--- config.mk ---
export PLATFORM = sky130hd
export DESIGN_NAME = fetch_stage_flat
export DESIGN_NICKNAME = d
export VERILOG_FILES = /design/src/rtl/fetch_stage_if.sv /design/src/rtl/fetch_stage.sv /design/src/flat_wrapper.sv
export SDC_FILE = /design/constraint.sdc
export NUM_CORES = 1
export LEC_CHECK = 0
export CAP_MARGIN = 15
export CORE_UTILIZATION = 48
export CTS_CLUSTER_DIAMETER = 100
export DETAILED_ROUTE_END_ITERATION = 10
export GPL_TIMING_DRIVEN = 0
export HOLD_SLACK_MARGIN = 0.03
export PLACE_DENSITY = 0.84
export SLEW_MARGIN = 30
export SYNTH_ARGS = -nofsm -noshare
export SYNTH_HDL_FRONTEND = slang
export SYNTH_SLANG_ARGS = --single-unit
--- constraint.sdc ---
create_clock -name clk -period 12.4 [get_ports clk]
set_clock_uncertainty 0.15 [all_clocks]
set_input_delay 3.72 -clock clk [delete_from_list [all_inputs] [get_ports clk]]
set_output_delay 3.72 -clock clk [all_outputs]
set_load 0.02 [all_outputs]
--- src/rtl/fetch_stage_if.sv ---
// fetch_stage_if: bundles the fetch stage's control inputs, instruction-memory
// port and IF/ID register outputs.
//   master : the fetch stage (drives imem_addr and the if_id_* outputs)
//   slave  : the surroundings (control unit, instruction ROM, decode stage)
// Signals:
//   PCSel, target_pc, IF_Flush, Load_Hazard : redirect/flush/hazard controls
//   imem_rdata, imem_ready, imem_addr       : instruction memory port
//   if_id_instr, if_id_pc, if_id_pc4,
//   if_id_valid                             : IF/ID register contents
//   stall_cnt, flush_cnt, fetch_cnt         : only with PERF_CNT_EN defined
interface fetch_stage_if #(
  parameter int unsigned XLEN = 32
);
  logic            PCSel;
  logic [XLEN-1:0] target_pc;
  logic            IF_Flush;
  logic            Load_Hazard;
  logic [31:0]     imem_rdata;
  logic            imem_ready;
  logic [XLEN-1:0] imem_addr;
  logic [31:0]     if_id_instr;
  logic [XLEN-1:0] if_id_pc;
  logic [XLEN-1:0] if_id_pc4;
  logic            if_id_valid;
`ifdef PERF_CNT_EN
  logic [31:0]     stall_cnt;
  logic [31:0]     flush_cnt;
  logic [31:0]     fetch_cnt;
`endif

  modport master (
    input  PCSel, target_pc, IF_Flush, Load_Hazard, imem_rdata, imem_ready,
    output imem_addr, if_id_instr, if_id_pc, if_id_pc4, if_id_valid
`ifdef PERF_CNT_EN
    , output stall_cnt, flush_cnt, fetch_cnt
`endif
  );

  modport slave (
    output PCSel, target_pc, IF_Flush, Load_Hazard, imem_rdata, imem_ready,
    input  imem_addr, if_id_instr, if_id_pc, if_id_pc4, if_id_valid
`ifdef PERF_CNT_EN
    , input stall_cnt, flush_cnt, fetch_cnt
`endif
  );
endinterface

--- src/rtl/fetch_stage.sv ---
// fetch_stage: instruction-fetch stage and IF/ID pipeline register of the
// 5-stage RV32I core. Holds the PC, presents it as the instruction-memory
// address and registers the fetched word for decode.
// Ports:
//   clk : system clock, rising edge
//   rst : asynchronous, active-high reset
//   bus : fetch_stage_if.master (controls, imem port, IF/ID outputs)
// Per-cycle priority: redirect (PCSel / IF_Flush) > load-use bubble >
// imem wait state > normal fetch. Every non-fetch cycle loads a bubble.
// Optional: define PERF_CNT_EN to add stall/flush/fetch event counters.
module fetch_stage #(
  parameter int unsigned     XLEN      = 32,
  parameter logic [XLEN-1:0] RESET_PC  = '0,
  parameter logic [31:0]     NOP_INSTR = 32'h0000_0013
) (
  input logic          clk,
  input logic          rst,
  fetch_stage_if.master bus
);

  logic [XLEN-1:0] pc_q, pc_d;
  logic [31:0]     instr_q, instr_d;
  logic [XLEN-1:0] ifpc_q, ifpc_d;
  logic [XLEN-1:0] ifpc4_q, ifpc4_d;
  logic            valid_q, valid_d;

  logic [XLEN-1:0] pc_plus4;
  logic            redirect;
  logic            stall;
  logic            fetch;

  assign pc_plus4 = pc_q + XLEN'(4);
  assign redirect = bus.PCSel | bus.IF_Flush;
  assign stall    = ~redirect & (bus.Load_Hazard | ~bus.imem_ready);
  assign fetch    = ~redirect & ~stall;

  // Bubbles keep if_id_pc/if_id_pc4; only a real fetch updates them.
  always_comb begin
    pc_d    = pc_q;
    instr_d = NOP_INSTR;
    ifpc_d  = ifpc_q;
    ifpc4_d = ifpc4_q;
    valid_d = 1'b0;
    if (bus.PCSel) begin
      // Low two bits dropped: no misaligned-fetch trap in this core.
      pc_d = bus.target_pc & ~XLEN'(3);
    end else if (bus.IF_Flush) begin
      pc_d = pc_plus4;
    end else if (fetch) begin
      pc_d    = pc_plus4;
      instr_d = bus.imem_rdata;
      ifpc_d  = pc_q;
      ifpc4_d = pc_plus4;
      valid_d = 1'b1;
    end
  end

  always_ff @(posedge clk or posedge rst) begin
    if (rst) begin
      pc_q    <= RESET_PC;
      instr_q <= NOP_INSTR;
      ifpc_q  <= RESET_PC;
      ifpc4_q <= RESET_PC + XLEN'(4);
      valid_q <= 1'b0;
    end else begin
      pc_q    <= pc_d;
      instr_q <= instr_d;
      ifpc_q  <= ifpc_d;
      ifpc4_q <= ifpc4_d;
      valid_q <= valid_d;
    end
  end

  assign bus.imem_addr   = pc_q;
  assign bus.if_id_instr = instr_q;
  assign bus.if_id_pc    = ifpc_q;
  assign bus.if_id_pc4   = ifpc4_q;
  assign bus.if_id_valid = valid_q;

`ifdef PERF_CNT_EN
  logic [31:0] stall_cnt_q, flush_cnt_q, fetch_cnt_q;

  always_ff @(posedge clk or posedge rst) begin
    if (rst) begin
      stall_cnt_q <= '0;
      flush_cnt_q <= '0;
      fetch_cnt_q <= '0;
    end else begin
      if (stall)    stall_cnt_q <= stall_cnt_q + 32'd1;
      if (redirect) flush_cnt_q <= flush_cnt_q + 32'd1;
      if (fetch)    fetch_cnt_q <= fetch_cnt_q + 32'd1;
    end
  end

  assign bus.stall_cnt = stall_cnt_q;
  assign bus.flush_cnt = flush_cnt_q;
  assign bus.fetch_cnt = fetch_cnt_q;
`endif

endmodule

--- src/flat_wrapper.sv ---
// flat-port wrapper written by rule: the top's interface ports become plain ports
module fetch_stage_flat 
#(
  parameter int unsigned     XLEN      = 32,
  parameter logic [XLEN-1:0] RESET_PC  = '0,
  parameter logic [31:0]     NOP_INSTR = 32'h0000_0013
)
  (clk, rst, bus_PCSel, bus_target_pc, bus_IF_Flush, bus_Load_Hazard, bus_imem_rdata, bus_imem_ready, bus_imem_addr, bus_if_id_instr, bus_if_id_pc, bus_if_id_pc4, bus_if_id_valid);
  fetch_stage_if #(.XLEN(XLEN)) bus_i ();
  input logic clk;
  input logic rst;
  input wire logic [$bits(bus_i.PCSel)-1:0] bus_PCSel;
  input wire logic [$bits(bus_i.target_pc)-1:0] bus_target_pc;
  input wire logic [$bits(bus_i.IF_Flush)-1:0] bus_IF_Flush;
  input wire logic [$bits(bus_i.Load_Hazard)-1:0] bus_Load_Hazard;
  input wire logic [$bits(bus_i.imem_rdata)-1:0] bus_imem_rdata;
  input wire logic [$bits(bus_i.imem_ready)-1:0] bus_imem_ready;
  output wire logic [$bits(bus_i.imem_addr)-1:0] bus_imem_addr;
  output wire logic [$bits(bus_i.if_id_instr)-1:0] bus_if_id_instr;
  output wire logic [$bits(bus_i.if_id_pc)-1:0] bus_if_id_pc;
  output wire logic [$bits(bus_i.if_id_pc4)-1:0] bus_if_id_pc4;
  output wire logic [$bits(bus_i.if_id_valid)-1:0] bus_if_id_valid;
  assign bus_i.PCSel = bus_PCSel;
  assign bus_i.target_pc = bus_target_pc;
  assign bus_i.IF_Flush = bus_IF_Flush;
  assign bus_i.Load_Hazard = bus_Load_Hazard;
  assign bus_i.imem_rdata = bus_imem_rdata;
  assign bus_i.imem_ready = bus_imem_ready;
  assign bus_imem_addr = bus_i.imem_addr;
  assign bus_if_id_instr = bus_i.if_id_instr;
  assign bus_if_id_pc = bus_i.if_id_pc;
  assign bus_if_id_pc4 = bus_i.if_id_pc4;
  assign bus_if_id_valid = bus_i.if_id_valid;
  fetch_stage #(.XLEN(XLEN), .RESET_PC(RESET_PC), .NOP_INSTR(NOP_INSTR)) u_core (.clk(clk), .rst(rst), .bus(bus_i));
endmodule
; Yosys cells after proc, flatten, opt, wreduce, memory -nomap -nowiden
; Index checks and enable logic that the tools add are counted.
[totals]
reg_bits = 129
latch_bits = 0
mem_bits_rw = 0
mem_bits_ro = 0
in_bits = 70
out_inout_bits = 129
elab_cells = 26
n_memories = 0
[op_classes]
add_sub_neg = 1
n_mul = 0
n_div = 0
order_cmp = 0
n_eq_ne = 0
n_shift = 0
mux = 9
bitwise_logic = 9
n_reduce_logical = 2
[ops]
columns = operator, n
row1 = $mux 32, 6
row2 = $add 32x3->32 const B, 1
row3 = $not 1->1, 5
row4 = $mux 1, 3
row5 = $reduce_and 3->1, 1
row6 = $reduce_bool 3->1, 1
row7 = $and 1x1->1, 2
row8 = $or 1x1->1, 2

; Logic depth before layout (Yosys ltp)
[depth]
word_depth = 8
depth_mapped = 7
depth_no_buf = 6

; Least setup slack after synthesis
; Ideal clock, no wire load.
[synth_timing]
path_kind = input port to flip-flop
startpoint = input bus_Load_Hazard
endpoint = register u_core.ifpc4_q[23], in the netlist u_core.bus.if_id_pc4[23]
setup_time_ns = 0.137
arrival_ns = 4.900
required_ns = 12.113
path_slack_ns = 7.213
cell_stages = 5
n_path_buf = 2
path_cell_list = nand2b_1 -> nor3_1 -> clkbuf_1 -> buf_1 -> a21oi_1
[synth_between]
elab_chain_cells = 5
[synth_lines]
columns = element, line_no
row1 = start: declaration, flat_wrapper.sv:15  ; input wire logic [$bits(bus_i.Load_Hazard)-1:0] bus_Load_Hazard;
row2 = $or 1x1->1, fetch_stage.sv:34  ; assign stall = ~redirect & (bus.Load_Hazard | ~bus.imem_ready);
row3 = $and 1x1->1, fetch_stage.sv:34
row4 = $not 1->1, fetch_stage.sv:35  ; assign fetch = ~redirect & ~stall;
row5 = $and 1x1->1, fetch_stage.sv:35
row6 = $reduce_and 3->1 (no line), --
row7 = end signal: assignment, fetch_stage.sv:63  ; ifpc4_q <= RESET_PC + XLEN'(4);
row8 = end signal: assignment, fetch_stage.sv:69  ; ifpc4_q <= ifpc4_d;
row9 = end: declaration, fetch_stage.sv:24  ; logic [XLEN-1:0] ifpc4_q, ifpc4_d;
; No other way between the ends.
; A chain may end at the register's enable or synchronous reset.

; Final worst setup path
[layout_timing]
startpoint = input bus_Load_Hazard
endpoint = register u_core.ifpc4_q[30], in the netlist u_core.bus.if_id_pc4[30]
; Same word-level chain as after synthesis.

==> results.json <==
{
  "status": "complete, no violations",
  "mostFrequentLayoutCell": "clkdlybuf4s50_1",
  "io_buffers": 190,
  "worstSetupPathType": "in2reg",
  "post_drt_wl_per_cell_um": 18.1,
  "core-area_mm2": 0.0109,
  "grt_max_degree": 94,
  "die-area_mm2": 0.0118,
  "via_count": 4744,
  "power_leakage_uw": 0.00342,
  "ys_seq_elements": 123,
  "die_w_um": 108,
  "cp-start-kind": "input port",
  "relSlewSlack_pct": 35.4,
  "yosysWarnings": 0,
  "cap_violations": 0,
  "grt_pass1_wl_um": 24700,
  "placed_area_mm2": 0.00757,
  "power_frac_clock_pct": 38.3,
  "power_density_mw_per_mm2": 168,
  "r2r_cells": 7,
  "drt-initial-drc-count": 353,
  "ys_seq_area_share_pct": 56.7,
  "insertedDiodeCount": 0,
  "dpl.hpwl_um": 11100,
  "worstSkewPairLatency_ps": 410,
  "netlist_instances": 499,
  "area_growth_pct": 50.8,
  "synthAdderAreaFrac_pct": 0.230,
  "clock.fmax_mhz": 166,
  "synthMuxAreaShare_pct": 6.60,
  "cts_num_sinks": 123,
  "synth-edff-count": 0,
  "initial_core_util_pct": 49.7,
  "h-tree-depth": 4,
  "syn_avg_cell_area_um2": 10.9,
  "post-cts-setup-buffer-count": 0,
  "tritoncts.num_buffers": 17,
  "drv_slew": 0,
  "critPathMaxFanout": 10,
  "synth.distinct_cells": 48,
  "overflow": 0,
  "ys.flop_type": "dfrtp_1",
  "hold_violations": 0,
  "clock-root-buffer": "clkbuf_16",
  "final_cell_mix": "190 x clkdlybuf4s50_1, 119 x dfrtp_1, 45 x nor2_1, 37 x nand2_1",
  "period_share_pct": 48.6,
  "setup_viol": 0,
  "die_height_um": 108,
  "tightest_slew_ps": 962,
  "synth-compound-area-share_pct": 8.28,
  "rsz0062_at_grt": "no",
  "p_int_uw": 991,
  "final_area_mm2": 0.00820,
  "worst_hold_path.num_cells": 1,
  "rows": 38,
  "utilization_pct": 75.0,
  "first_pass_iters": 6,
  "final.min_clock_period_ps": 6030,
  "reg2reg_to": "u_core.bus.imem_addr[28]",
  "drive_above_1_share_pct": 12.8,
  "r2r_slack_ps": 9960,
  "hold_path_class": "reg2reg",
  "drc": 0,
  "whs_endpoint": "u_core.bus.if_id_pc[15]",
  "wirelength_um": 15700,
  "synth_top_family_by_area": "simple AND/OR/NAND/NOR gates",
  "ant_nets": 0,
  "worst-endpoint-required_ps": 12500,
  "holdBufCountCts": 0,
  "cp.arrival_ps": 6120,
  "nNetsFinal": 785,
  "p_comb_share_pct": 24.9,
  "ioPinCount": 199,
  "synth-simple-area-share_pct": 17.2,
  "switching_share_pct": 28.2,
  "finalSetupTns_ps": 0,
  "vdd_drop_max_uv": 99.9,
  "track_usage_pct": 28.0,
  "power_switching_uw": 389,
  "viasPerCell": 5.47,
  "clockBufferDepth": 2,
  "gp_congestion": 0.895,
  "synth.cell_area_mm2": 0.00544,
  "async_reset_ff_share_pct": 100,
  "synth_xor_area_share_pct": 6.92,
  "cts_tree": "done",
  "grt_pass1_vias": 4953,
  "clk_pin_slew_ps": 50,
  "hp-start": "u_core.bus.if_id_pc[15]",
  "grt_antenna_before_repair": 0,
  "crit_path_end_kind": "register",
  "r2r-start": "u_core.bus.imem_addr[2]",
  "seq_power_share_pct": 36.8,
  "cts_resized": 0
}
[final cells by class]
cell class | instances | area (um^2)
Buffer | 39 | 189
Clock buffer | 25 | 495
Clock inverter | 7 | 138
Fill cell | 744 | 2730
Inverter | 8 | 37.5
Multi-Input combinational cell | 334 | 2160
Sequential cell | 123 | 3080
Tap cell | 140 | 175
Timing Repair Buffer | 191 | 1930
[kinds of logic after synthesis]
logic type                 Yosys count
AOI/OAI and AO/OA                   76
xor gates and xnor gates            43
adders and majority gates            1
buffers and inverters               47
DFF                                123
muxes                               32
other                                1
and+or+nand+nor                    176
[flip-flops by register name, summed over array words and instances (netlist names)]
register	flops
u_core.bus.if_id_pc	30
u_core.bus.imem_addr	30
u_core.bus.if_id_pc4	30
u_core.bus.if_id_valid	1
u_core.bus.if_id_instr	32
[worst max path at each step]
stage / slack, ps / end / startpoint
2_1_floorplan: 5270 / u_core.bus.if_id_instr[10] / rst
3_3_place_gp: 3720 / u_core.bus.imem_addr[14] / rst
3_5_place_dp: 6060 / u_core.bus.if_id_pc4[27] / bus_Load_Hazard
4_1_cts: 6410 / u_core.bus.if_id_pc4[30] / bus_Load_Hazard
5_1_grt: 6260 / u_core.bus.if_id_pc4[30] / bus_Load_Hazard
6_report: 6370 / u_core.bus.if_id_pc4[30] / bus_Load_Hazard
[Yosys cell counts (2+ instances only)]
cell	count	share of area, %
nand2_1	37	2.6
nand4_2	3	0.69
mux2_2	31	6.4
a221oi_1	2	0.32
nor4_1	3	0.35
o21ai_0	21	1.9
xnor2_1	18	2.9
buf_4	7	0.97
dfrtp_1	119	55
nand4_1	15	1.7
nor3_1	8	0.74
nor3_2	2	0.37
dfstp_2	4	1.9
buf_2	7	0.64
a311oi_1	4	0.64
nor2_1	45	3.1
a21oi_1	32	2.9
and3_1	3	0.35
o31ai_1	3	0.41
inv_1	8	0.55
nand2b_1	6	0.69
clkbuf_1	19	1.3
o21a_1	2	0.28
and2_1	32	3.7
xor2_1	25	4.0
buf_1	5	0.35
nand3_2	2	0.37
a31oi_1	4	0.46
nand3_1	11	1.0
a21o_1	2	0.28
and2_2	2	0.28
[layer usage]
| metal | global-route usage, % | vias to the layer above | wire, um |
|---|---|---|---|
| met1 | 32.1 | 2351 | 5860 |
| met5 | 0 | - | 0 |
| met4 | 10.0 | 0 | 361 |
| met2 | 47.7 | 239 | 7990 |
| met3 | 10.4 | 32 | 1450 |
| li1 | - | 2122 | - |
[power groups by stage]
stage | sequential, uW | combinational, uW | clock, uW
finish | 507 | 344 | 529
global route | 515 | 366 | 553
CTS | 507 | 347 | 532
detailed placement | 513 | 343 | 0
global placement | 509 | 335 | 0
floorplan | 581 | 93.4 | 0
[worst max-delay path: stages]
cell and delay, ps:
clkdlybuf4s50_1 430, nand2b_1 210, nor3_1 530, clkbuf_1 540
buf_1 520, a21oi_1 160
[through the flow]
stage	cells	hold slack (ps)	worst slack, ps	power [uW]
after global routing	867	375	6260	1430
after detailed placement	835	348	6060	857
after global placement	834	339	3720	844
final	867	352	6370	1380
after floorplan	504	382	5270	674
after CTS	867	360	6410	1390
Note: power is estimated with default switching activity, not from simulation.
